`src/rtl/alu_rr_controller_if.sv`:
```
// Requester-side bundle of the shared-ALU controller: two request channels
// and one response channel (result/flags shared, valid/ready per requester).
interface alu_rr_controller_if #(
  parameter int NUMBITS = 16
);
  logic [1:0]         req_valid;
  logic [1:0]         req_ready;
  logic [NUMBITS-1:0] req0_a;
  logic [NUMBITS-1:0] req0_b;
  logic [2:0]         req0_opcode;
  logic [NUMBITS-1:0] req1_a;
  logic [NUMBITS-1:0] req1_b;
  logic [2:0]         req1_opcode;
  logic [1:0]         rsp_valid;
  logic [1:0]         rsp_ready;
  logic [NUMBITS-1:0] rsp_result;
  logic               rsp_carryout;
  logic               rsp_overflow;
  logic               rsp_zero;

  // Client side: issues requests, consumes responses.
  modport master (
    output req_valid, req0_a, req0_b, req0_opcode,
           req1_a, req1_b, req1_opcode, rsp_ready,
    input  req_ready, rsp_valid, rsp_result,
           rsp_carryout, rsp_overflow, rsp_zero
  );

  // Controller side.
  modport slave (
    input  req_valid, req0_a, req0_b, req0_opcode,
           req1_a, req1_b, req1_opcode, rsp_ready,
    output req_ready, rsp_valid, rsp_result,
           rsp_carryout, rsp_overflow, rsp_zero
  );
endinterface

```
`src/rtl/alu_rr_controller.sv`:
```
// Two-requester round-robin front end for one shared combinational ALU.
// One operation in flight: IDLE accepts a request, ISSUE presents registered
// operands to the ALU for one cycle, RESP holds the captured result until the
// owning requester takes it.
module alu_rr_controller #(
  parameter int NUMBITS = 16
) (
  input  logic               clk,
  input  logic               reset,
  alu_rr_controller_if.slave bus,
  output logic [NUMBITS-1:0] alu_a,
  output logic [NUMBITS-1:0] alu_b,
  output logic [2:0]         alu_opcode,
  input  logic [NUMBITS-1:0] alu_result,
  input  logic               alu_carryout,
  input  logic               alu_overflow,
  input  logic               alu_zero,
  output logic               busy
);

  typedef enum logic [1:0] {
    IDLE  = 2'd0,
    ISSUE = 2'd1,
    RESP  = 2'd2
  } state_t;

  state_t             state;
  state_t             next_state;
  logic               grant;
  logic               last_grant;
  logic               owner;
  logic               req_fire;
  logic               rsp_fire;
  logic [NUMBITS-1:0] rsp_result;
  logic               rsp_carryout;
  logic               rsp_overflow;
  logic               rsp_zero;

  // Round-robin pick: a lone requester wins outright, a tie goes to whoever
  // did not win last time.
  always_comb begin
    grant = 1'b0;
    case (bus.req_valid)
      2'b01:   grant = 1'b0;
      2'b10:   grant = 1'b1;
      2'b11:   grant = ~last_grant;
      default: grant = 1'b0;
    endcase
  end

  // The granted requester is always made ready in IDLE, so any valid
  // request there is a handshake; only the owner's ready retires a response.
  assign req_fire = (state == IDLE) && (|bus.req_valid);
  assign rsp_fire = (state == RESP) && bus.rsp_ready[owner];

  // State register.
  always_ff @(posedge clk or negedge reset) begin
    if (!reset) begin
      state <= IDLE;
    end else begin
      state <= next_state;
    end
  end

  // Next-state logic: ISSUE always lasts exactly one cycle.
  always_comb begin
    next_state = state;
    case (state)
      IDLE:    if (req_fire) next_state = ISSUE;
      ISSUE:   next_state = RESP;
      RESP:    if (rsp_fire) next_state = IDLE;
      default: next_state = IDLE;
    endcase
  end

  // FSM outputs: request ready only in IDLE, response valid only in RESP.
  always_comb begin
    bus.req_ready = 2'b00;
    bus.rsp_valid = 2'b00;
    busy          = (state != IDLE);
    if (state == IDLE && (|bus.req_valid)) begin
      bus.req_ready = grant ? 2'b10 : 2'b01;
    end
    if (state == RESP) begin
      bus.rsp_valid = owner ? 2'b10 : 2'b01;
    end
  end

  // Arbitration history and operation owner, updated only on an accepted
  // request; reset leaves last_grant at 1 so requester 0 wins the first tie.
  always_ff @(posedge clk or negedge reset) begin
    if (!reset) begin
      last_grant <= 1'b1;
      owner      <= 1'b0;
    end else if (req_fire) begin
      last_grant <= grant;
      owner      <= grant;
    end
  end

  // Operand latch on acceptance and result/flag capture at the end of ISSUE.
  // ALU operands keep their last values between operations.
  always_ff @(posedge clk or negedge reset) begin
    if (!reset) begin
      alu_a        <= '0;
      alu_b        <= '0;
      alu_opcode   <= '0;
      rsp_result   <= '0;
      rsp_carryout <= 1'b0;
      rsp_overflow <= 1'b0;
      rsp_zero     <= 1'b0;
    end else begin
      if (req_fire) begin
        if (grant) begin
          alu_a      <= bus.req1_a;
          alu_b      <= bus.req1_b;
          alu_opcode <= bus.req1_opcode;
        end else begin
          alu_a      <= bus.req0_a;
          alu_b      <= bus.req0_b;
          alu_opcode <= bus.req0_opcode;
        end
      end
      if (state == ISSUE) begin
        rsp_result   <= alu_result;
        rsp_carryout <= alu_carryout;
        rsp_overflow <= alu_overflow;
        rsp_zero     <= alu_zero;
      end
    end
  end

  assign bus.rsp_result   = rsp_result;
  assign bus.rsp_carryout = rsp_carryout;
  assign bus.rsp_overflow = rsp_overflow;
  assign bus.rsp_zero     = rsp_zero;

endmodule

```
`src/flat_wrapper.sv`:
```
// flat-port wrapper written by rule: the top's interface ports become plain ports
module alu_rr_controller_flat 
#(
  parameter int NUMBITS = 16
)
  (clk, reset, alu_a, alu_b, alu_opcode, alu_result, alu_carryout, alu_overflow, alu_zero, busy, bus_req_valid, bus_req0_a, bus_req0_b, bus_req0_opcode, bus_req1_a, bus_req1_b, bus_req1_opcode, bus_rsp_ready, bus_req_ready, bus_rsp_valid, bus_rsp_result, bus_rsp_carryout, bus_rsp_overflow, bus_rsp_zero);
  alu_rr_controller_if #(.NUMBITS(NUMBITS)) bus_i ();
  input  logic clk;
  input  logic reset;
  output logic [NUMBITS-1:0] alu_a;
  output logic [NUMBITS-1:0] alu_b;
  output logic [2:0] alu_opcode;
  input  logic [NUMBITS-1:0] alu_result;
  input  logic alu_carryout;
  input  logic alu_overflow;
  input  logic alu_zero;
  output logic busy;
  input wire logic [$bits(bus_i.req_valid)-1:0] bus_req_valid;
  input wire logic [$bits(bus_i.req0_a)-1:0] bus_req0_a;
  input wire logic [$bits(bus_i.req0_b)-1:0] bus_req0_b;
  input wire logic [$bits(bus_i.req0_opcode)-1:0] bus_req0_opcode;
  input wire logic [$bits(bus_i.req1_a)-1:0] bus_req1_a;
  input wire logic [$bits(bus_i.req1_b)-1:0] bus_req1_b;
  input wire logic [$bits(bus_i.req1_opcode)-1:0] bus_req1_opcode;
  input wire logic [$bits(bus_i.rsp_ready)-1:0] bus_rsp_ready;
  output wire logic [$bits(bus_i.req_ready)-1:0] bus_req_ready;
  output wire logic [$bits(bus_i.rsp_valid)-1:0] bus_rsp_valid;
  output wire logic [$bits(bus_i.rsp_result)-1:0] bus_rsp_result;
  output wire logic [$bits(bus_i.rsp_carryout)-1:0] bus_rsp_carryout;
  output wire logic [$bits(bus_i.rsp_overflow)-1:0] bus_rsp_overflow;
  output wire logic [$bits(bus_i.rsp_zero)-1:0] bus_rsp_zero;
  assign bus_i.req_valid = bus_req_valid;
  assign bus_i.req0_a = bus_req0_a;
  assign bus_i.req0_b = bus_req0_b;
  assign bus_i.req0_opcode = bus_req0_opcode;
  assign bus_i.req1_a = bus_req1_a;
  assign bus_i.req1_b = bus_req1_b;
  assign bus_i.req1_opcode = bus_req1_opcode;
  assign bus_i.rsp_ready = bus_rsp_ready;
  assign bus_req_ready = bus_i.req_ready;
  assign bus_rsp_valid = bus_i.rsp_valid;
  assign bus_rsp_result = bus_i.rsp_result;
  assign bus_rsp_carryout = bus_i.rsp_carryout;
  assign bus_rsp_overflow = bus_i.rsp_overflow;
  assign bus_rsp_zero = bus_i.rsp_zero;
  alu_rr_controller #(.NUMBITS(NUMBITS)) u_core (.clk(clk), .reset(reset), .bus(bus_i), .alu_a(alu_a), .alu_b(alu_b), .alu_opcode(alu_opcode), .alu_result(alu_result), .alu_carryout(alu_carryout), .alu_overflow(alu_overflow), .alu_zero(alu_zero), .busy(busy));
endmodule
```
`config.mk`:
```
export PLATFORM = sky130hd
export DESIGN_NAME = alu_rr_controller_flat
export DESIGN_NICKNAME = d
export VERILOG_FILES = /design/src/rtl/alu_rr_controller_if.sv /design/src/rtl/alu_rr_controller.sv /design/src/flat_wrapper.sv
export SDC_FILE = /design/constraint.sdc
export NUM_CORES = 1
export LEC_CHECK = 0
export BUFFER_PORTS_ARGS = -buffer_cell sky130_fd_sc_hd__buf_2
export CORE_ASPECT_RATIO = 1.4
export CORE_UTILIZATION = 38
export DETAILED_ROUTE_END_ITERATION = 6
export HOLD_SLACK_MARGIN = 0.05
export PLACE_DENSITY = 0.76
export SLEW_MARGIN = 15
export SYNTH_ARGS = -nofsm -noshare
export SYNTH_HDL_FRONTEND = slang
export SYNTH_SLANG_ARGS = --single-unit
```
`constraint.sdc`:
```
create_clock -name clk -period 1.53 [get_ports clk]
set_clock_uncertainty 0.2 [all_clocks]
set_input_delay 0.0765 -clock clk [delete_from_list [all_inputs] [get_ports clk]]
set_output_delay 0.0765 -clock clk [all_outputs]
set_load 0.1 [all_outputs]
```
==> impl_metrics.py <==
metrics = {
    "outcome": {
        "status": "finished with violations",
        "failed_checks": "negative hold slack, negative setup slack",
    },
    "place": {
        "dp_cells": 399,
        "place_ws_ns": -0.0277,
        "dp_hpwl_mm": 4.55,
        "portBuffers": 153,
        "gp_congestion": 0.721,
    },
    "sta": {
        "rsz0062_at_grt": "yes",
        "tns_ns": -5.30,
        "min_period_ns": 1.74,
        "final-max-slew-violation-count": 0,
        "hold_violations": 8,
        "worst-slew-pin-transition_ns": 0.504,
        "fmaxAchievable_mhz": 574,
        "setup_slack_ns": -0.211,
        "fin_crit_sh_pct": 114,
        "setup_viol": 40,
        "whs_ns": -0.00314,
        "slew_headroom_pct": 66.6,
    },
    "synth": {
        "synth_area_um2": 2440,
        "synth.distinct_cells": 18,
        "synth_area_leader_cell": "dfrtp_1",
        "syn_area_per_cell_um2": 13.5,
        "ys_warn_count": 0,
        "ys_top_cells_by_area": "dfrtp_1, a221o_1, and3_1",
        "synth_cells": 181,
        "syn-num-nets": 276,
        "ys_ff_latch": 58,
        "ys_seq_area_share_pct": 59.6,
        "netlist.area_leader.share_pct": 58.5,
    },
    "clock_network": {
        "clk_path_buf_depth": 2,
        "cts_tree": "built",
        "cts.sinks": 58,
        "cts_htree_levels": 3,
        "cts.clk_slew.worst_paths_ns": 0.07,
        "cts_buffers": 9,
        "root_buffer": "clkbuf_8",
        "hold_buffers": 92,
        "clk_latency_ns": 0.33,
    },
    "route": {
        "vias": 2705,
        "vias_per_cell": 5.27,
        "drc": 0,
        "wl_per_cell_um": 16.7,
        "initialDrtViolationCount": 110,
        "ant_nets": 0,
        "drt-pass1-iter-count": 4,
        "drt-total-wl_mm": 8.59,
    },
    "worst_setup_path": {
        "worst-path-buf-inv": 2,
        "critPathRequiredTime_ns": 1.25,
        "crit_family": "flip-flops",
        "regToRegStartpoint": "u_core.last_grant",
        "startpoint": "u_core.last_grant",
        "crit_type": "register to output port",
        "worstPathCellList": "nand2b_1 -> and3_4 -> buf_12 -> buf_12",
        "cp-end-kind": "output port",
        "worst_setup_path_start_kind": "register",
        "cp_data_arrival_time_ns": 1.46,
        "slowest_delay_ns": 0.56,
        "cp_max_fo": 3,
        "slowest_stage": "dfstp_2",
        "worst_path_most_repeated_cell": "buf_12",
    },
    "floorplan": {
        "start_util_pct": 39.2,
        "core-area_um2": 6210,
        "dieArea_um2": 6740,
        "io_pins": 154,
        "die_y_um": 96.8,
        "die_w_um": 69.7,
        "core.rowCount": 34,
    },
    "flow_run": {
        "cap_violations": 0,
    },
    "worst_hold_path": {
        "hp-class": "input pin to async pin",
    },
    "final_layout": {
        "area_growth_pct": 92.6,
        "antenna_cells": 0,
        "fillers": 390,
        "drive_gt1_share_pct": 48.8,
        "finalNetCount": 531,
        "fin_cells": 513,
    },
    "global_routing": {
        "overflow": 0,
        "grt_pass1_vias": 2906,
        "grt_pass1_wl_mm": 13.7,
        "grt_max_degree": 43,
        "track_usage_pct": 26.3,
        "antenna_found_initial": 0,
    },
}
-- metrics by stage --
| step | hold slack [ns] | utilization, % | cell area, um^2 |
|---|---|---|---|
| floorplan | -0.419 | - | 2480 |
| global placement | -0.177 | 55.3 | 3430 |
| detailed placement | -0.169 | 55.3 | 3430 |
| CTS | -0.0119 | 75.4 | 4680 |
| global route | -0.00110 | 75.6 | 4690 |
| finish | -0.00314 | 75.6 | 4690 |
-- final cells by class --
| class | count | area [um^2] | area share (%) |
|---|---|---|---|
| clock inverters | 5 | 77.6 | 1.65 |
| well taps | 72 | 90.1 | 1.92 |
| multi-input cells | 103 | 916 | 19.5 |
| repair buffers | 261 | 2000 | 42.6 |
| flip-flops and latches | 58 | 1450 | 31.0 |
| inverters | 3 | 15.0 | 0.320 |
| clock buffers | 11 | 141 | 3.01 |
-- Yosys cell counts --
cell type  number
and2_2          1
mux2_2         20
clkbuf_2        3
inv_1           3
nor2_1          3
a21boi_1        1
buf_6           4
or2b_1          1
nand2b_1        2
dfstp_2         1
clkbuf_1        7
dfrtp_1        57
buf_2           3
o21ai_0         1
a221o_1        35
o21ai_1         1
a21o_1          2
and3_1         36
-- state kept, by name, summed over array words and instances, names as in the netlist --
register	flops
u_core.state	2
u_core.bus.rsp_carryout	1
u_core.alu_a	16
u_core.alu_opcode	3
u_core.last_grant	1
u_core.bus.rsp_overflow	1
u_core.owner	1
u_core.bus.rsp_zero	1
u_core.alu_b	16
u_core.bus.rsp_result	16
-- cells in the final DEF, fill, tap and decap left out, drive strengths merged --
cell type / instances
a21o: 2
buf: 168
bufinv: 2
clkinvlp: 2
nor2: 3
o21ai: 2
and3: 36
and2: 1
dfstp: 1
a21boi: 1
dfrtp: 57
a221o: 35
bufbuf: 1
mux2: 20
nand2b: 2
dlygate4sd3: 92
inv: 2
clkbuf: 11
clkinv: 2
or2b: 1
-- final timing paths --
path	end	cells after the start	slack (ns)
setup / recovery	bus_req_ready[0]	4	-0.21
hold / removal	u_core.bus.rsp_result[0]	2	-0.003
setup reg to reg	u_core.alu_a[0]	5	-0.16
hold reg to reg	u_core.bus.rsp_result[13]	1	0.30
max in group asynchronous	u_core.last_grant	3	0.52
min in group clk	u_core.state[0]	4	0
-- per-layer routing --
metal / wire (um) / vias to the layer above / GRT usage [%]
li1: - / 1217 / -
met1: 3060 / 1293 / 26.8
met2: 4510 / 157 / 47.3
met3: 578 / 38 / 5.83
met4: 436 / 0 / 17.2
met5: 0 / - / 0
-- timing repair --
action,in CTS,in global routing
setup endpoints to repair,37,40
gates cloned,2,0
resized for setup,14,1
pin swaps,5,0
buffers inserted,4,1
hold endpoints to repair,113,17
-- kinds of logic (layout without fill, tap and decap cells) --
group                  Yosys count  in the layout  synth area share [%]
AOI/OAI and AO/OA               40             40                  15.7
and+or+nand+nor                 43             43                  10.8
muxes                           20             20                  9.24
buffers and inverters           20            280                  4.62
DFF                             58             58                  59.6
Power is left out: the tool's default activity adds up to more than one toggle a clock period on the data nets, which glitch-free logic cannot reach.
